File: src/rtl/stopwatch_lap_sequencer_pkg.sv
// Shared definitions for the stopwatch lap sequencer: the FSM state encoding
// and the {min, sec} layout of a time word.
package stopwatch_lap_sequencer_pkg;

  localparam int STATE_W = 3;

  localparam logic [STATE_W-1:0] ST_IDLE   = 3'd0;
  localparam logic [STATE_W-1:0] ST_RUN    = 3'd1;
  localparam logic [STATE_W-1:0] ST_LAP    = 3'd2;
  localparam logic [STATE_W-1:0] ST_PAUSE  = 3'd3;
  localparam logic [STATE_W-1:0] ST_RECALL = 3'd4;

  localparam int MIN_W   = 6;
  localparam int SEC_W   = 6;
  localparam int SEC_LSB = 0;
  localparam int MIN_LSB = SEC_W;
  localparam int FIELD_TIME_W = MIN_W + SEC_W;

  function automatic logic [MIN_W-1:0] time_min(input logic [FIELD_TIME_W-1:0] t);
    return t[MIN_LSB +: MIN_W];
  endfunction

  function automatic logic [SEC_W-1:0] time_sec(input logic [FIELD_TIME_W-1:0] t);
    return t[SEC_LSB +: SEC_W];
  endfunction

  function automatic logic [FIELD_TIME_W-1:0] pack_time(input logic [MIN_W-1:0] m,
                                                        input logic [SEC_W-1:0] s);
    return {m, s};
  endfunction

endpackage

File: src/rtl/stopwatch_lap_sequencer_lap_ring_buffer.sv
// Circular store of captured lap times. Owns the write pointer and the
// saturating lap count; reads are by logical index with 0 = oldest entry.
module lap_ring_buffer #(
  parameter int LAP_DEPTH = 4,
  parameter int TIME_W    = 12,
  parameter int IDX_W     = $clog2(LAP_DEPTH),
  parameter int CNT_W     = $clog2(LAP_DEPTH + 1)
) (
  input  logic              clk,
  input  logic              rst_n,
  input  logic              we,
  input  logic              clr,
  input  logic [TIME_W-1:0] wr_data,
  input  logic [IDX_W-1:0]  rd_idx,
  output logic [TIME_W-1:0] rd_data,
  output logic [CNT_W-1:0]  lap_count
);

  logic [TIME_W-1:0] mem_q [LAP_DEPTH];
  logic [TIME_W-1:0] mem_d [LAP_DEPTH];
  logic [IDX_W-1:0]  wr_ptr_q, wr_ptr_d;
  logic [CNT_W-1:0]  count_q, count_d;
  logic [IDX_W-1:0]  oldest;
  logic [IDX_W-1:0]  rd_addr;
  logic              full;

  assign full = (count_q == CNT_W'(LAP_DEPTH));

  always_comb begin
    mem_d    = mem_q;
    wr_ptr_d = wr_ptr_q;
    count_d  = count_q;
    if (clr) begin
      wr_ptr_d = '0;
      count_d  = '0;
    end else if (we) begin
      mem_d[wr_ptr_q] = wr_data;
      // Pointer width is exactly log2(LAP_DEPTH), so the increment wraps by itself.
      wr_ptr_d = wr_ptr_q + IDX_W'(1);
      if (!full) count_d = count_q + CNT_W'(1);
    end
  end

  // NOTE: the lap store is reset entry by entry because stored laps are
  // observable through recall and must read back as zero after reset.
  always_ff @(posedge clk or negedge rst_n) begin
    if (!rst_n) begin
      for (int i = 0; i < LAP_DEPTH; i++) mem_q[i] <= '0;
      wr_ptr_q <= '0;
      count_q  <= '0;
    end else begin
      mem_q    <= mem_d;
      wr_ptr_q <= wr_ptr_d;
      count_q  <= count_d;
    end
  end

  // Once the ring has wrapped, the next slot to be written holds the oldest lap.
  assign oldest    = full ? wr_ptr_q : '0;
  assign rd_addr   = oldest + rd_idx;
  assign rd_data   = mem_q[rd_addr];
  assign lap_count = count_q;

endmodule

File: src/rtl/stopwatch_lap_sequencer.sv
// Mode sequencer for the stopwatch: turns button pulses into count/clear
// control, captures laps and selects the time word shown on the display.
module stopwatch_lap_sequencer
  import stopwatch_lap_sequencer_pkg::*;
#(
  parameter int LAP_DEPTH = 4,
  parameter int TIME_W    = 12
) (
  input  logic                           clk,
  input  logic                           rst_n,
  input  logic                           start_stop,
  input  logic                           lap_reset,
  input  logic                           recall,
  input  logic [TIME_W-1:0]              live_time,
  output logic                           count_en,
  output logic                           clear,
  output logic [TIME_W-1:0]              show_time,
  output logic                           lap_hold,
  output logic [$clog2(LAP_DEPTH+1)-1:0] lap_count,
  output logic [$clog2(LAP_DEPTH)-1:0]   lap_idx
);

  localparam int IDX_W = $clog2(LAP_DEPTH);
  localparam int CNT_W = $clog2(LAP_DEPTH + 1);

  logic [STATE_W-1:0] state_q, state_d;
  logic [TIME_W-1:0]  hold_q, hold_d;
  logic [TIME_W-1:0]  show_time_q, show_time_d;
  logic [IDX_W-1:0]   lap_idx_q, lap_idx_d;
  logic               count_en_q, count_en_d;
  logic               clear_q, clear_d;
  logic               lap_hold_q, lap_hold_d;

  logic               ev_start, ev_lap, ev_recall;
  logic               capture, wipe;
  logic [TIME_W-1:0]  recall_data;
  logic [CNT_W-1:0]   buf_count;
  logic               have_laps;
  logic               idx_last;

  // Same-cycle pulses resolve start_stop > lap_reset > recall; losers are dropped.
  assign ev_start  = start_stop;
  assign ev_lap    = lap_reset & ~start_stop;
  assign ev_recall = recall & ~start_stop & ~lap_reset;

  assign have_laps = (buf_count != '0);
  assign idx_last  = (CNT_W'(lap_idx_q) + CNT_W'(1) >= buf_count);

  lap_ring_buffer #(
    .LAP_DEPTH (LAP_DEPTH),
    .TIME_W    (TIME_W),
    .IDX_W     (IDX_W),
    .CNT_W     (CNT_W)
  ) u_ring (
    .clk       (clk),
    .rst_n     (rst_n),
    .we        (capture),
    .clr       (wipe),
    .wr_data   (live_time),
    .rd_idx    (lap_idx_d),
    .rd_data   (recall_data),
    .lap_count (buf_count)
  );

  // NOTE: every variable assigned in this block gets a default first, so no
  // path through the case can leave one unassigned and infer a latch.
  always_comb begin
    state_d   = state_q;
    lap_idx_d = lap_idx_q;
    capture   = 1'b0;
    wipe      = 1'b0;
    unique case (state_q)
      ST_IDLE: begin
        if (ev_start) begin
          state_d = ST_RUN;
        end else if (ev_recall && have_laps) begin
          state_d   = ST_RECALL;
          lap_idx_d = '0;
        end
      end
      ST_RUN: begin
        if (ev_start) begin
          state_d = ST_PAUSE;
        end else if (ev_lap) begin
          state_d = ST_LAP;
          capture = 1'b1;
        end
      end
      ST_LAP: begin
        if (ev_start)    state_d = ST_PAUSE;
        else if (ev_lap) state_d = ST_RUN;
      end
      ST_PAUSE: begin
        if (ev_start) begin
          state_d = ST_RUN;
        end else if (ev_lap) begin
          state_d = ST_IDLE;
          wipe    = 1'b1;
        end else if (ev_recall && have_laps) begin
          state_d   = ST_RECALL;
          lap_idx_d = '0;
        end
      end
      ST_RECALL: begin
        if (ev_start || ev_lap) begin
          state_d   = ST_PAUSE;
          lap_idx_d = '0;
        end else if (ev_recall) begin
          lap_idx_d = idx_last ? '0 : lap_idx_q + IDX_W'(1);
        end
      end
      default: begin
        state_d   = ST_IDLE;
        lap_idx_d = '0;
      end
    endcase
  end

  // Outputs are derived from the next state so that they register on the
  // same edge as the transition that causes them.
  always_comb begin
    hold_d      = capture ? live_time : hold_q;
    count_en_d  = (state_d == ST_RUN) || (state_d == ST_LAP);
    lap_hold_d  = (state_d == ST_LAP) || (state_d == ST_RECALL);
    clear_d     = wipe;
    show_time_d = live_time;
    if (state_d == ST_LAP)         show_time_d = hold_d;
    else if (state_d == ST_RECALL) show_time_d = recall_data;
  end

  // NOTE: state is updated with non-blocking assignments so every flop
  // samples the pre-edge values regardless of statement order.
  always_ff @(posedge clk or negedge rst_n) begin
    if (!rst_n) begin
      state_q     <= ST_IDLE;
      hold_q      <= '0;
      show_time_q <= '0;
      lap_idx_q   <= '0;
      count_en_q  <= 1'b0;
      clear_q     <= 1'b0;
      lap_hold_q  <= 1'b0;
    end else begin
      state_q     <= state_d;
      hold_q      <= hold_d;
      show_time_q <= show_time_d;
      lap_idx_q   <= lap_idx_d;
      count_en_q  <= count_en_d;
      clear_q     <= clear_d;
      lap_hold_q  <= lap_hold_d;
    end
  end

  assign count_en  = count_en_q;
  assign clear     = clear_q;
  assign show_time = show_time_q;
  assign lap_hold  = lap_hold_q;
  assign lap_count = buf_count;
  assign lap_idx   = lap_idx_q;

endmodule

File: config.mk
export PLATFORM = sky130hd
export DESIGN_NAME = stopwatch_lap_sequencer
export DESIGN_NICKNAME = d
export VERILOG_FILES = /design/src/rtl/stopwatch_lap_sequencer_pkg.sv /design/src/rtl/stopwatch_lap_sequencer_lap_ring_buffer.sv /design/src/rtl/stopwatch_lap_sequencer.sv
export SDC_FILE = /design/constraint.sdc
export NUM_CORES = 1
export LEC_CHECK = 0
export ABC_AREA = 0
export BUFFER_PORTS_ARGS = -buffer_cell sky130_fd_sc_hd__buf_4
export CORE_MARGIN = 1
export CORE_UTILIZATION = 60
export CTS_CLUSTER_DIAMETER = 200
export DETAILED_ROUTE_END_ITERATION = 8
export MAX_ROUTING_LAYER = met4
export PLACE_DENSITY = 0.87
export SYNTH_ARGS = -nofsm -noshare
export SYNTH_HDL_FRONTEND = slang
export SYNTH_SLANG_ARGS = --single-unit
File: constraint.sdc
create_clock -name clk -period 6.25 [get_ports clk]
set_clock_uncertainty 0.1 [all_clocks]
set_input_delay 1.25 -clock clk [delete_from_list [all_inputs] [get_ports clk]]
set_output_delay 1.25 -clock clk [all_outputs]
set_load 0.01 [all_outputs]
### After elaboration in Yosys (flattened, before gate mapping)

Index checks and enable logic that the tools add are counted.
W data, S select, Z words.

| operators by class | value |
|---|---|
| order comparisons | 4 |
| bitwise operators | 8 |
| multiplexer cells | 37 |
| equal/unequal tests | 9 |
| add/sub/neg operators | 5 |
| reductions and logical operators | 11 |

Operators by type and width:

| operator | count |
|---|---|
| $mux W12 | 6 |
| $bwmux W48 | 1 |
| $mux W3 | 12 |
| $bmux W12 S2 | 1 |
| $demux W12 S2 | 1 |
| $mux W2 | 10 |
| $pmux W3 S5 | 1 |
| $eq A3 B2 Y1 const B | 3 |
| $eq A3 B3 Y1 const B | 3 |
| $pmux W2 S4 | 1 |
| $eq A3 B1 Y1 const B | 2 |
| $ge A3 B3 Y1 const B | 2 |
| $not A2 Y3 | 2 |
| $add A2 B1 Y2 const B | 2 |
| $mux W1 | 4 |
| $reduce_and A2 Y1 | 2 |
| $add A2 B1 Y3 const B | 1 |
| $add A3 B1 Y3 const B | 1 |
| $and A1 B1 Y1 | 3 |
| $ge A3 B3 Y1 | 1 |
| $logic_not A3 Y1 | 1 |
| $logic_or A1 B1 Y1 | 3 |
| $lt A3 B1 Y1 const B | 1 |
| $not A1 Y1 | 3 |
| 6 further kinds | 7 |

| word-level totals | value |
|---|---|
| logic and storage cells | 87 |
| output and inout port bits | 20 |
| input port bits | 17 |
| register bits after elaboration | 85 |

### Longest topological paths before layout

Gate-level depths: netlist of run 1.

| depth | value |
|---|---|
| depth after elaboration | 15 |
| depth in mapped cells | 13 |

### Hierarchy

From an unflattened synthesis of run 1, not the netlist that was laid out.

| unflattened totals | value |
|---|---|
| cell total of the unflattened synthesis | 328 |
| area total of the unflattened synthesis | 4471.8 sq um |

By module, submodules not included:

| module | cells an instance | area each (sq um) | instances | sequential area each (sq um) |
|---|---|---|---|---|
| lap_ring_buffer | 151 | 2611.3 | 1 | 1326.3 |
| stopwatch_lap_sequencer | 177 | 1860.5 | 1 | 800.8 |

### Least setup slack after synthesis of run 1

OpenSTA, ideal clock, no wires.

| timing | value |
|---|---|
| kind | in2reg |
| start point | input start_stop |
| end point | register show_time_q[2], in the netlist show_time[2] |
| library setup time | 126 ps |
| slack | 2370 ps |
| stages on the path | 10 |
| data required time | 6024 ps |
| data arrival time | 3654 ps |
| cells stage by stage | nor2_1 -> o21ai_0 -> o31a_1 -> o22a_1 -> ha_1 -> clkbuf_1 -> clkbuf_1 -> mux2i_1 -> mux2i_1 -> a221o_1 |

| on the way | value |
|---|---|
| cells in the longest elaborated chain, start to end | 15 |
| elaborated cells on any way between the ends | 36 |
| classes of those cells | add/sub (1); eq/ne (2); mux (26); bitwise (5); reduce/logical (2) |

Ends and longest elaborated chain:

| element | RTL line | RTL |
|---|---|---|
| from (decl) | stopwatch_lap_sequencer.sv:11 | `input logic start_stop,` |
| $not A1 Y1 | stopwatch_lap_sequencer.sv:43, stopwatch_lap_sequencer.sv:44 |  |
| $and A1 B1 Y1 (2 in a row) | stopwatch_lap_sequencer.sv:44 | `assign ev_recall = recall & ~start_stop & ~lap_reset;` |
| $logic_and A1 B1 Y1 | stopwatch_lap_sequencer.sv:76, stopwatch_lap_sequencer.sv:99 |  |
| $mux W2 | stopwatch_lap_sequencer.sv:76, stopwatch_lap_sequencer.sv:99 |  |
| $mux W2 | stopwatch_lap_sequencer.sv:96 | `end else if (ev_lap) begin` |
| $mux W2 | stopwatch_lap_sequencer.sv:94 | `if (ev_start) begin` |
| $pmux W2 S4 * | stopwatch_lap_sequencer.sv:72 | `unique case (state_q)` |
| net lap_idx_d[0] | stopwatch_lap_sequencer.sv:29 | `logic [IDX_W-1:0] lap_idx_q, lap_idx_d;` |
| $add A2 B2 Y2 * | stopwatch_lap_sequencer_lap_ring_buffer.sv:60 | `assign rd_addr = oldest + rd_idx;` |
| $not A2 Y3 (not written as such) * | stopwatch_lap_sequencer_lap_ring_buffer.sv:61 | `assign rd_data = mem_q[rd_addr];` |
| $bmux W12 S2 * | stopwatch_lap_sequencer_lap_ring_buffer.sv:61 |  |
| $mux W12 (not written as such) * (2 in a row) | stopwatch_lap_sequencer_lap_ring_buffer.sv:61 |  |
| $mux W12 * | stopwatch_lap_sequencer.sv:128 | `else if (state_d == ST_RECALL) show_time_d = recall_data;` |
| $mux W12 * | stopwatch_lap_sequencer.sv:127 | `if (state_d == ST_LAP) show_time_d = hold_d;` |
| net show_time_d[2] | stopwatch_lap_sequencer.sv:28 | `logic [TIME_W-1:0] show_time_q, show_time_d;` |
| to (signal assigned) | stopwatch_lap_sequencer.sv:145 | `show_time_q <= show_time_d;` |
| to (decl) | stopwatch_lap_sequencer.sv:28 |  |

Mark *: on every way through the listed nets, which the timed path passes. The rest lies on a longest branch. The select of a mux whose other input is x is not followed.
A chain may end at the register's enable or synchronous reset.

### Worst setup path in the final report of run 1

| timing | value |
|---|---|
| start point | input start_stop |
| end point | register show_time_q[10], in the netlist show_time[10] |

Same word-level chain as after synthesis.

==> reports/results.ini, run 1 <==
[run_status]
status = finished, final reports clean

[cells_and_area]
fin_util = 0.698
drive_gt1_frac = 0.337
num_antenna_cells = 0
syn_to_final_growth_pct = 10.9
final_nets = 406
post-route-cell-area_um2 = 4820

[global_routing]
grt_pass1_wl_mm = 13.1
grt_pass1_vias = 2633
antenna_found_initial = 0
grt_max_degree = 86
gr-usage-all-layers = 0.236
grt-ovfl-total = 0

[clocking]
cts.clk_slew.worst_paths_ps = 90
cts.path.max_buffers = 2
cts_buffers = 9
post-cts-setup-buffers = 0
ctsHoldBuffers = 0
cts_tree = built
cts.sinks = 85
clock_latency_ps = 350
htree_num_levels = 3
root_buffer = clkbuf_8
cts.repair.resized = 0

[detailed_routing]
post-route-drc-count = 0
viasPerCell = 5.98
wl_per_cell_um = 16.6
totalWireLength_mm = 7.97
drt_iter0_drc = 176
first_pass_iters = 4
ant_nets = 0
num_vias = 2863

[sta]
slew_violations = 0
hold_slack_ps = 413
fmax_mhz = 275
hold_violations = 0
tns_ps = 0
fin_crit_sh = 0.582
post-route-min-period_ps = 3640
tightest_slew_ps = 1030
setup_viol = 0
final.setup.worst_slack_ps = 2610
rsz0062_at_grt = false
slew_headroom = 0.316

[critical_path]
critPathMaxFanout = 24
end_kind = register
worst_ep_required_time_ps = 6390
startpoint_type = primary input
path_class = in2reg
worstPathArrival_ps = 3770

[power_and_ir_drop]
power_density_nw_per_um2 = 400
max-vdd-ir-drop_mv = 0.219
power.internal_mw = 1.28
switching_share = 0.338
power.leakage_nw = 2.28
combPwrFrac = 0.332
p_seq_frac = 0.481
switching_power_mw = 0.653
p_clk_frac = 0.187

[placed_design]
place_area_um2 = 4640
pre_cts_slack_ps = 2240
port_buffers = 36
gp_congestion = 0.893
hpwl_mm = 5.02

[logic_synthesis]
synthArstFlopShare = 1.00
yosys_warnings = 0
synthCells = 347
ys.flop_type = dfrtp_1
syn_area_per_cell_um2 = 12.5
synth_seq_cells = 85
synthesis.area_um2 = 4350
synth_edf_count = 0
synthesis.nets = 375
ys_types = 46
yosysSeqAreaShare = 0.489

[die]
die-height_um = 87.1
initial_core_util = 0.630
rows = 30
num_io_pins = 37
die_width_um = 87.1
die_area_um2 = 7590
core-area_um2 = 6910

[run]
maxCapViolations = 0

[worst_hold_path]
hold_class = reg2reg

power by group through the flow:
stage                     clock, mW  combinational (mW)  sequential (mW)
after global placement            0               0.613            0.924
final                         0.360               0.641            0.929
after detailed placement          0               0.640            0.934
after floorplan                   0               0.504            0.895
after CTS                     0.368               0.644            0.926
after global routing          0.389               0.705            0.960
final cells by class:
cell class,count,area (µm²)
Clock buffer,9,124
Clock inverter,7,58.8
Fill cell,502,2080
Inverter,11,41.3
Multi-Input combinational cell,231,2050
Sequential cell,85,2130
Tap cell,96,120
Timing Repair Buffer,40,300
cells in the mapped netlist (all sizes together) (3+ instances only):
cell    number  area (µm²)
a221o       11         110
mux2i       46         460
nand3        3        15.0
buf         14         111
nor2b        6        42.5
ha          11         138
clkbuf       6        22.5
a21oi       10        50.1
mux2        62         698
inv         11        41.3
a22o        12         105
nand2       19        71.3
dfrtp       85        2130
o21ai        7        35.0
nor2        15        77.6
cells in the final DEF (no fill, tap or decap), types with 2 or more instances in the layout:
cell,count
buf_4,40
o22a_1,2
nor2_1,12
nand2_1,19
dfrtp_1,85
a22o_1,12
mux2_2,62
a211oi_1,2
inv_6,2
clkbuf_8,9
a21oi_1,10
xor2_1,2
nor2_2,2
nor2b_1,4
o21ai_0,6
nand3_1,3
inv_1,10
ha_1,11
a221o_1,11
o211ai_1,2
nor2b_2,2
mux2i_1,46
clkinv_4,2
nor3b_1,2
or2_2,2
critical path, stage by stage:
cell      delay [ps]
buf_4            150
nor2_1           230
o21ai_0          130
o31a_1           250
o22a_1           210
ha_1             280
buf_4            370
mux2_2           390
nor3b_1          140
a211oi_1         260
o21ai_1          100
metrics by stage:
step                      total power, mW  instances
final                                1.93        479
after global routing                 2.05        479
after CTS                            1.94        479
after detailed placement             1.57        463
after global placement               1.54        463
after floorplan                      1.40        347
state kept, by name, summed over array words and instances (netlist names), 2 cells and up:
register / cells
state_q: 3
u_ring.mem_q: 48
u_ring.lap_count: 3
lap_idx: 2
u_ring.wr_ptr_q: 2
show_time: 12
hold_q: 12
per-layer routing:
layer  up-vias  global-route usage  routed length (µm)
li1       1345                   -                   -
met1      1419               0.319                3560
met2        85               0.363                3800
met3        14              0.0313                 476
met4         0               0.101                 134
met5         -                   -                   0
cells by family after synthesis:
group | after synthesis | synth area share
muxes | 108 | 0.266
xor gates and xnor gates | 3 | 0.00604
and+or+nand+nor | 55 | 0.0671
AOI/OAI and AO/OA | 54 | 0.0993
DFF | 85 | 0.489
buffers and inverters | 31 | 0.0403
adders and majority gates | 11 | 0.0317
worst paths after layout:
path	slack (ps)	depth (start not counted)	startpoint	to
min reg2reg	410	1	u_ring.mem_q[0]	u_ring.mem_q[0]
max	2610	11	start_stop	show_time[10]
max in group asynchronous	4420	1	rst_n	u_ring.mem_q[4]
min	410	1	u_ring.mem_q[0]	u_ring.mem_q[0]
min in group asynchronous	940	1	rst_n	u_ring.lap_count[1]
max reg2reg	2910	12	lap_idx[0]	show_time[10]
No activity file was read; power rests on OpenSTA's default activity.
==> run 2: changes to the inputs <==
CORE_UTILIZATION = 54   (was 60)
PLACE_DENSITY = 0.83   (was 0.87)
clock period = 3.3 ns   (was 6.25 ns; I/O delays follow)
==> reports/results.ini, run 2 (same netlist as run 1, synthesis figures left out) <==
[sta]
hold_violations = 0  ; unchanged
rsz0062_at_grt = false  ; unchanged
setup_viol = 0  ; unchanged
final.setup.worst_slack_ps = 227  ; was 2610 ps
hold_slack_ps = 376  ; was 413 ps
post-route-min-period_ps = 3070
slew_headroom = 0.310  ; was 0.316
slew_violations = 0  ; unchanged
tns_ps = 0  ; unchanged
tightest_slew_ps = 1030  ; about the same
fin_crit_sh = 0.931
fmax_mhz = 325

[global_routing]
grt_pass1_wl_mm = 14.6  ; was 13.1 mm
antenna_found_initial = 0  ; unchanged
grt-ovfl-total = 0  ; unchanged
grt_max_degree = 86  ; unchanged
grt_pass1_vias = 2909  ; was 2633
gr-usage-all-layers = 0.233  ; was 0.236

[die]
die_width_um = 91.7  ; was 87.1 µm
core-area_um2 = 7770  ; was 6910 µm²
initial_core_util = 0.560  ; was 0.630
die_area_um2 = 8410  ; was 7590 µm²
rows = 32  ; was 30
num_io_pins = 37  ; unchanged
die-height_um = 91.7  ; was 87.1 µm

[critical_path]
worstPathArrival_ps = 3220  ; was 3770 ps
path_delay_family = adder cells  ; was compound AO/OA/AOI/OAI gates
path_class = reg2reg  ; was in2reg
crit_chain = ha_1 > ha_1 > nand2_1 > o211ai_1 > nor2_1 > o22a_1 > ha_1 > buf_12 > mux2i_1 > mux2i_1 > a221o_1  ; was buf_4 > nor2_1 > o21ai_0 > o31a_1 > o22a_1 > ha_1 > buf_4 > mux2_2 > nor3b_1 > a211oi_1 > o21ai_1
critPathMaxFanout = 18  ; was 24
max_stage_delay_ps = 420  ; was 390 ps
rrSetupSlack_ps = 230  ; was 2910 ps
end_kind = register  ; unchanged
crit_buf_inv = 1  ; was 2
startpoint_type = register  ; was primary input
crit_slowest_cell = dfrtp_1  ; was mux2_2
worst_path_most_repeated_cell = ha_1  ; was buf_4
worst_ep_required_time_ps = 3440  ; was 6390 ps

[clocking]
clock_latency_ps = 360  ; was 350 ps
cts.repair.resized = 0  ; unchanged
htree_num_levels = 3  ; unchanged
cts_tree = built  ; unchanged
root_buffer = clkbuf_8  ; unchanged
cts.path.max_buffers = 2  ; unchanged
cts_buffers = 9  ; unchanged
post-cts-setup-buffers = 0  ; unchanged
cts.sinks = 85  ; unchanged
cts.clk_slew.worst_paths_ps = 80  ; was 90 ps
ctsHoldBuffers = 0  ; unchanged

[cells_and_area]
final_cell_count_no_fill = 494  ; was 479
layout_common_cells = 85 x dfrtp_1, 62 x mux2_2, 49 x buf_4  ; was 85 x dfrtp_1, 62 x mux2_2, 46 x mux2i_1
syn_to_final_growth_pct = 13.3  ; was 10.9%
final_nets = 416  ; was 406
largest_register = u_ring.mem_q  ; unchanged
largest_register_ffs = 48  ; unchanged
drive_gt1_frac = 0.349  ; was 0.337
layout_commonest_cell = dfrtp_1  ; unchanged
num_antenna_cells = 0  ; unchanged

[detailed_routing]
drt_iter0_drc = 176  ; unchanged
wl_per_cell_um = 17.6  ; was 16.6 µm
ant_nets = 0  ; unchanged
first_pass_iters = 4  ; unchanged
num_vias = 2888  ; was 2863
post-route-drc-count = 0  ; unchanged
viasPerCell = 5.85  ; was 5.98
totalWireLength_mm = 8.70  ; was 7.97 mm

[placed_design]
hpwl_mm = 5.60  ; was 5.02 mm
port_buffers = 36  ; unchanged
gp_congestion = 0.911  ; was 0.893
dp.cells = 479  ; was 463
pre_cts_slack_ps = 69.9  ; was 2240 ps

[worst_hold_path]
hold_class = in2async  ; was reg2reg

[run_status]
status = finished, final reports clean  ; unchanged

[run]
maxCapViolations = 0  ; unchanged

[power_and_ir_drop]
power_density_nw_per_um2 = 763  ; was 400 nW/µm²
max-vdd-ir-drop_mv = 0.347  ; was 0.219 mV
power.leakage_nw = 2.33  ; was 2.28 nW

run 2: cell types whose count changed in the layout (fill, tap and decap cells not counted):
cell | previous run | this run
buf_12 | 0 | 1
buf_4 | 40 | 49
bufinv_16 | 0 | 1
clkbuf_1 | 0 | 1
clkinv_2 | 1 | 0
clkinvlp_4 | 1 | 2
inv_6 | 2 | 0
inv_8 | 1 | 0
run 2: cell type report:
| class | instances | area, µm² |
|---|---|---|
| clock buffer | 10 | 128 |
| tap | 102 | 128 |
| timing repair buffer | 50 | 388 |
| inverter | 11 | 41.3 |
| clock inverter | 5 | 62.6 |
| sequential | 85 | 2130 |
| fill | 607 | 2840 |
| multi-input combinational | 231 | 2050 |
run 2: path summary, 6_finish.rpt:
path                                   from                to  depth (start not counted)
min in group clk           u_ring.mem_q[18]  u_ring.mem_q[18]                          1
setup / recovery                 lap_idx[1]     show_time[11]                         11
setup reg to reg                 lap_idx[1]     show_time[11]                         11
max in group asynchronous             rst_n  u_ring.mem_q[25]                          1
hold reg to reg            u_ring.mem_q[18]  u_ring.mem_q[18]                          1
hold / removal                        rst_n      show_time[4]                          1
run 2: metal layers:
layer | GRT usage | up-vias | routed length (µm)
met5 | - | - | 0
met4 | 0.0872 | 0 | 153
met3 | 0.0282 | 12 | 284
met2 | 0.389 | 60 | 4380
met1 | 0.294 | 1473 | 3890
li1 | - | 1343 | -
run 2: report_power, final:
group / total (mW) / internal [mW] / switching (mW)
logic: 1.30 / 0.685 / 0.610
registers: 1.74 / 1.48 / 0.261
clock network: 0.722 / 0.348 / 0.374
run 2: per-stage QoR:
stage / total power, mW / utilization / instance area (µm²)
after floorplan: 2.65 / - / 4350
after global placement: 2.95 / 0.610 / 4740
after detailed placement: 3.05 / 0.610 / 4740
after CTS: 3.76 / 0.634 / 4930
after global routing: 4.01 / 0.634 / 4930
final: 3.76 / 0.634 / 4930
==> run 3: changes to the inputs <==
ABC_AREA = 1   (was 0)
SYNTH_HIERARCHICAL = 1   (was not set)
==> reports/results.ini, run 3 <==
[critical_path]
critPathMaxFanout = 48  ; was 18
path_class = reg2reg  ; unchanged
end_kind = register  ; unchanged
startpoint_type = register  ; unchanged
worstPathArrival_ps = 3160  ; was 3220 ps
worst_ep_required_time_ps = 3490  ; was 3440 ps

[run]
maxCapViolations = 0  ; unchanged

[placed_design]
gp_congestion = 0.907  ; was 0.911
port_buffers = 36  ; unchanged
hpwl_mm = 6.40  ; was 5.60 mm
dp.cells = 685  ; was 479
pre_cts_slack_ps = 299  ; was 69.9 ps

[power_and_ir_drop]
max-vdd-ir-drop_mv = 0.286  ; was 0.347 mV
power_mw = 4.01  ; was 3.76 mW
power_density_nw_per_um2 = 821  ; was 763 nW/µm²
power.leakage_nw = 2.64  ; was 2.33 nW

[cells_and_area]
layout_common_cells = 230 x nand2_1, 85 x dfrtp_1, 62 x inv_1  ; was 85 x dfrtp_1, 62 x mux2_2, 49 x buf_4
final_nets = 622  ; was 416
largest_register_ffs = 48  ; unchanged
num_antenna_cells = 0  ; unchanged
layout_commonest_cell = nand2_1  ; was dfrtp_1
largest_register = u_ring/mem_q  ; was u_ring.mem_q
drive_gt1_frac = 0.150  ; was 0.349
n_fill_cell = 666  ; was 607
syn_to_final_growth_pct = 10.1  ; was 13.3%
final_cell_count_no_fill = 701  ; was 494

[global_routing]
grt_pass1_wl_mm = 15.9  ; was 14.6 mm
gr-usage-all-layers = 0.241  ; was 0.233
grt_max_degree = 86  ; unchanged
antenna_found_initial = 0  ; unchanged
grt_pass1_vias = 3435  ; was 2909
grt-ovfl-total = 0  ; unchanged

[clocking]
clock_latency_ps = 350  ; was 360 ps
post-cts-setup-buffers = 0  ; unchanged
cts_tree = built  ; unchanged
cts.sinks = 85  ; unchanged
cts.path.max_buffers = 2  ; unchanged
htree_num_levels = 3  ; unchanged
cts.clk_slew.worst_paths_ps = 80  ; about the same
cts_buffers = 9  ; unchanged
ctsHoldBuffers = 0  ; unchanged
root_buffer = clkbuf_8  ; unchanged

[logic_synthesis]
ys.flop_type = dfrtp_1  ; unchanged
synth_edf_count = 0  ; unchanged
synthesis.nets = 594  ; was 375
synth_top_area_cell = dfrtp_1  ; unchanged
synth.area.top_cells = dfrtp_1 48%, nand2_1 20%, nand3_1 5.3%, inv_1 5.3%, o21ai_1 3.8%  ; was dfrtp_1 49%, mux2_2 16%, mux2i_1 11%, ha_1 3.2%, a221o_1 2.5%
synthCells = 566  ; was 347
ys_types = 23  ; was 46
yosysSeqAreaShare = 0.480  ; was 0.489
synthesis.area_um2 = 4430  ; was 4350 µm²
syn_area_per_cell_um2 = 7.83  ; was 12.5 µm²
synthArstFlopShare = 1.00  ; unchanged
yosys.cell_count.top_type = nand2_1  ; was dfrtp_1
synth_top_area_share = 0.480  ; was 0.489
ys_top_cells_by_count = 231 x nand2_1, 85 x dfrtp_1, 62 x inv_1, 47 x nand3_1, 34 x o21ai_1  ; was 85 x dfrtp_1, 62 x mux2_2, 46 x mux2i_1, 19 x nand2_1
synth_seq_cells = 85  ; unchanged
yosys_warnings = 6  ; was 0

[detailed_routing]
ant_nets = 0  ; unchanged
num_vias = 3678  ; was 2888
wl_per_cell_um = 13.2  ; was 17.6 µm
post-route-drc-count = 0  ; unchanged
viasPerCell = 5.25  ; was 5.85
drt_iter0_drc = 256  ; was 176
totalWireLength_mm = 9.24  ; was 8.70 mm
first_pass_iters = 4  ; unchanged

[die]
core-area_um2 = 7850  ; was 7770 µm²
initial_core_util = 0.565  ; was 0.560
rows = 32  ; unchanged
die-height_um = 92.6  ; was 91.7 µm
die_width_um = 92.6  ; was 91.7 µm
die_area_um2 = 8570  ; was 8410 µm²
num_io_pins = 37  ; unchanged

[sta]
tns_ps = 0  ; unchanged
fmax_mhz = 337  ; was 325 MHz
fin_crit_sh = 0.900  ; was 0.931
tightest_slew_ps = 1040  ; was 1030 ps
post-route-min-period_ps = 2970  ; was 3070 ps
hold_violations = 0  ; unchanged
rsz0062_at_grt = false  ; unchanged
setup_viol = 0  ; unchanged
final.setup.worst_slack_ps = 330  ; was 227 ps
slew_violations = 0  ; unchanged
slew_headroom = 0.307  ; was 0.310

[run_status]
status = finished, final reports clean  ; unchanged

[worst_hold_path]
hold_class = in2async  ; unchanged

run 3: routing by layer:
metal  GRT usage  vias up  routed length, µm
met5           -        -                  0
met4      0.0859        0                126
met1       0.331     1719               4320
met3      0.0345       14                535
li1            -     1827                  -
met2       0.365      118               4250
run 3: logic make-up (layout without fill, tap and decap cells):
| group | after synthesis | in the layout | share of synthesized area |
|---|---|---|---|
| AND/OR/NAND/NOR | 298 | 298 | 0.283 |
| adder cells (fa/ha/maj) | 11 | 11 | 0.0311 |
| flip-flops | 85 | 85 | 0.480 |
| buffers and inverters | 88 | 121 | 0.0966 |
| AO/OA/AOI/OAI | 84 | 84 | 0.109 |
run 3: layout make-up:
class | instances | area, µm² | share of cell area
clock buffer | 9 | 124 | 0.0254
sequential | 85 | 2130 | 0.436
tap | 102 | 128 | 0.0261
multi-input combinational | 393 | 1880 | 0.385
timing repair buffer | 41 | 308 | 0.0631
clock inverter | 7 | 75.1 | 0.0154
inverter | 64 | 240 | 0.0492
run 3: final timing paths:
path	from	to	slack [ps]	cells past startpoint
max reg2reg	lap_idx[0]	show_time[11]	330	18
min in group clk	hold_q[2]	hold_q[2]	380	2
max in group asynchronous	rst_n	show_time[2]	2040	1
min	rst_n	u_ring/lap_count[1]	360	1
min reg2reg	hold_q[2]	hold_q[2]	380	2
max	lap_idx[0]	show_time[11]	330	18
run 3: power by group:
part | switching (mW) | internal, mW | leakage (nW)
clock network | 0.376 | 0.352 | 0.0918
registers | 0.237 | 1.50 | 1.09
logic | 0.946 | 0.601 | 1.46
run 3: repair_timing:
| item | in CTS | in global routing |
|---|---|---|
| setup endpoints to repair | 0 | 7 |
| gates resized for setup | 0 | 1 |
| hold endpoints to repair | 0 | 0 |
run 3: worst max-delay path: stages (launching register included):
cell     delay (ps)
dfrtp_1         450
ha_1            340
ha_1            270
nand2_1          80
nand2_1          60
a21oi_1         170
nand2_1          70
nand2_1          60
nand3_1          70
nand2_1          80
ha_1            220
buf_4           250
o21ai_0         250
nand3_1         100
nand2_1          90
nand2_1          70
nand2_1          70
nand2_1          50
nand2_1          60
run 3: metrics by stage:
stage | utilization | hold WS [ps] | instance area, µm²
final | 0.622 | 363 | 4880
after global routing | 0.622 | 400 | 4880
after CTS | 0.622 | 383 | 4880
after detailed placement | 0.596 | 363 | 4680
after global placement | 0.596 | 360 | 4680
after floorplan | - | 264 | 4430
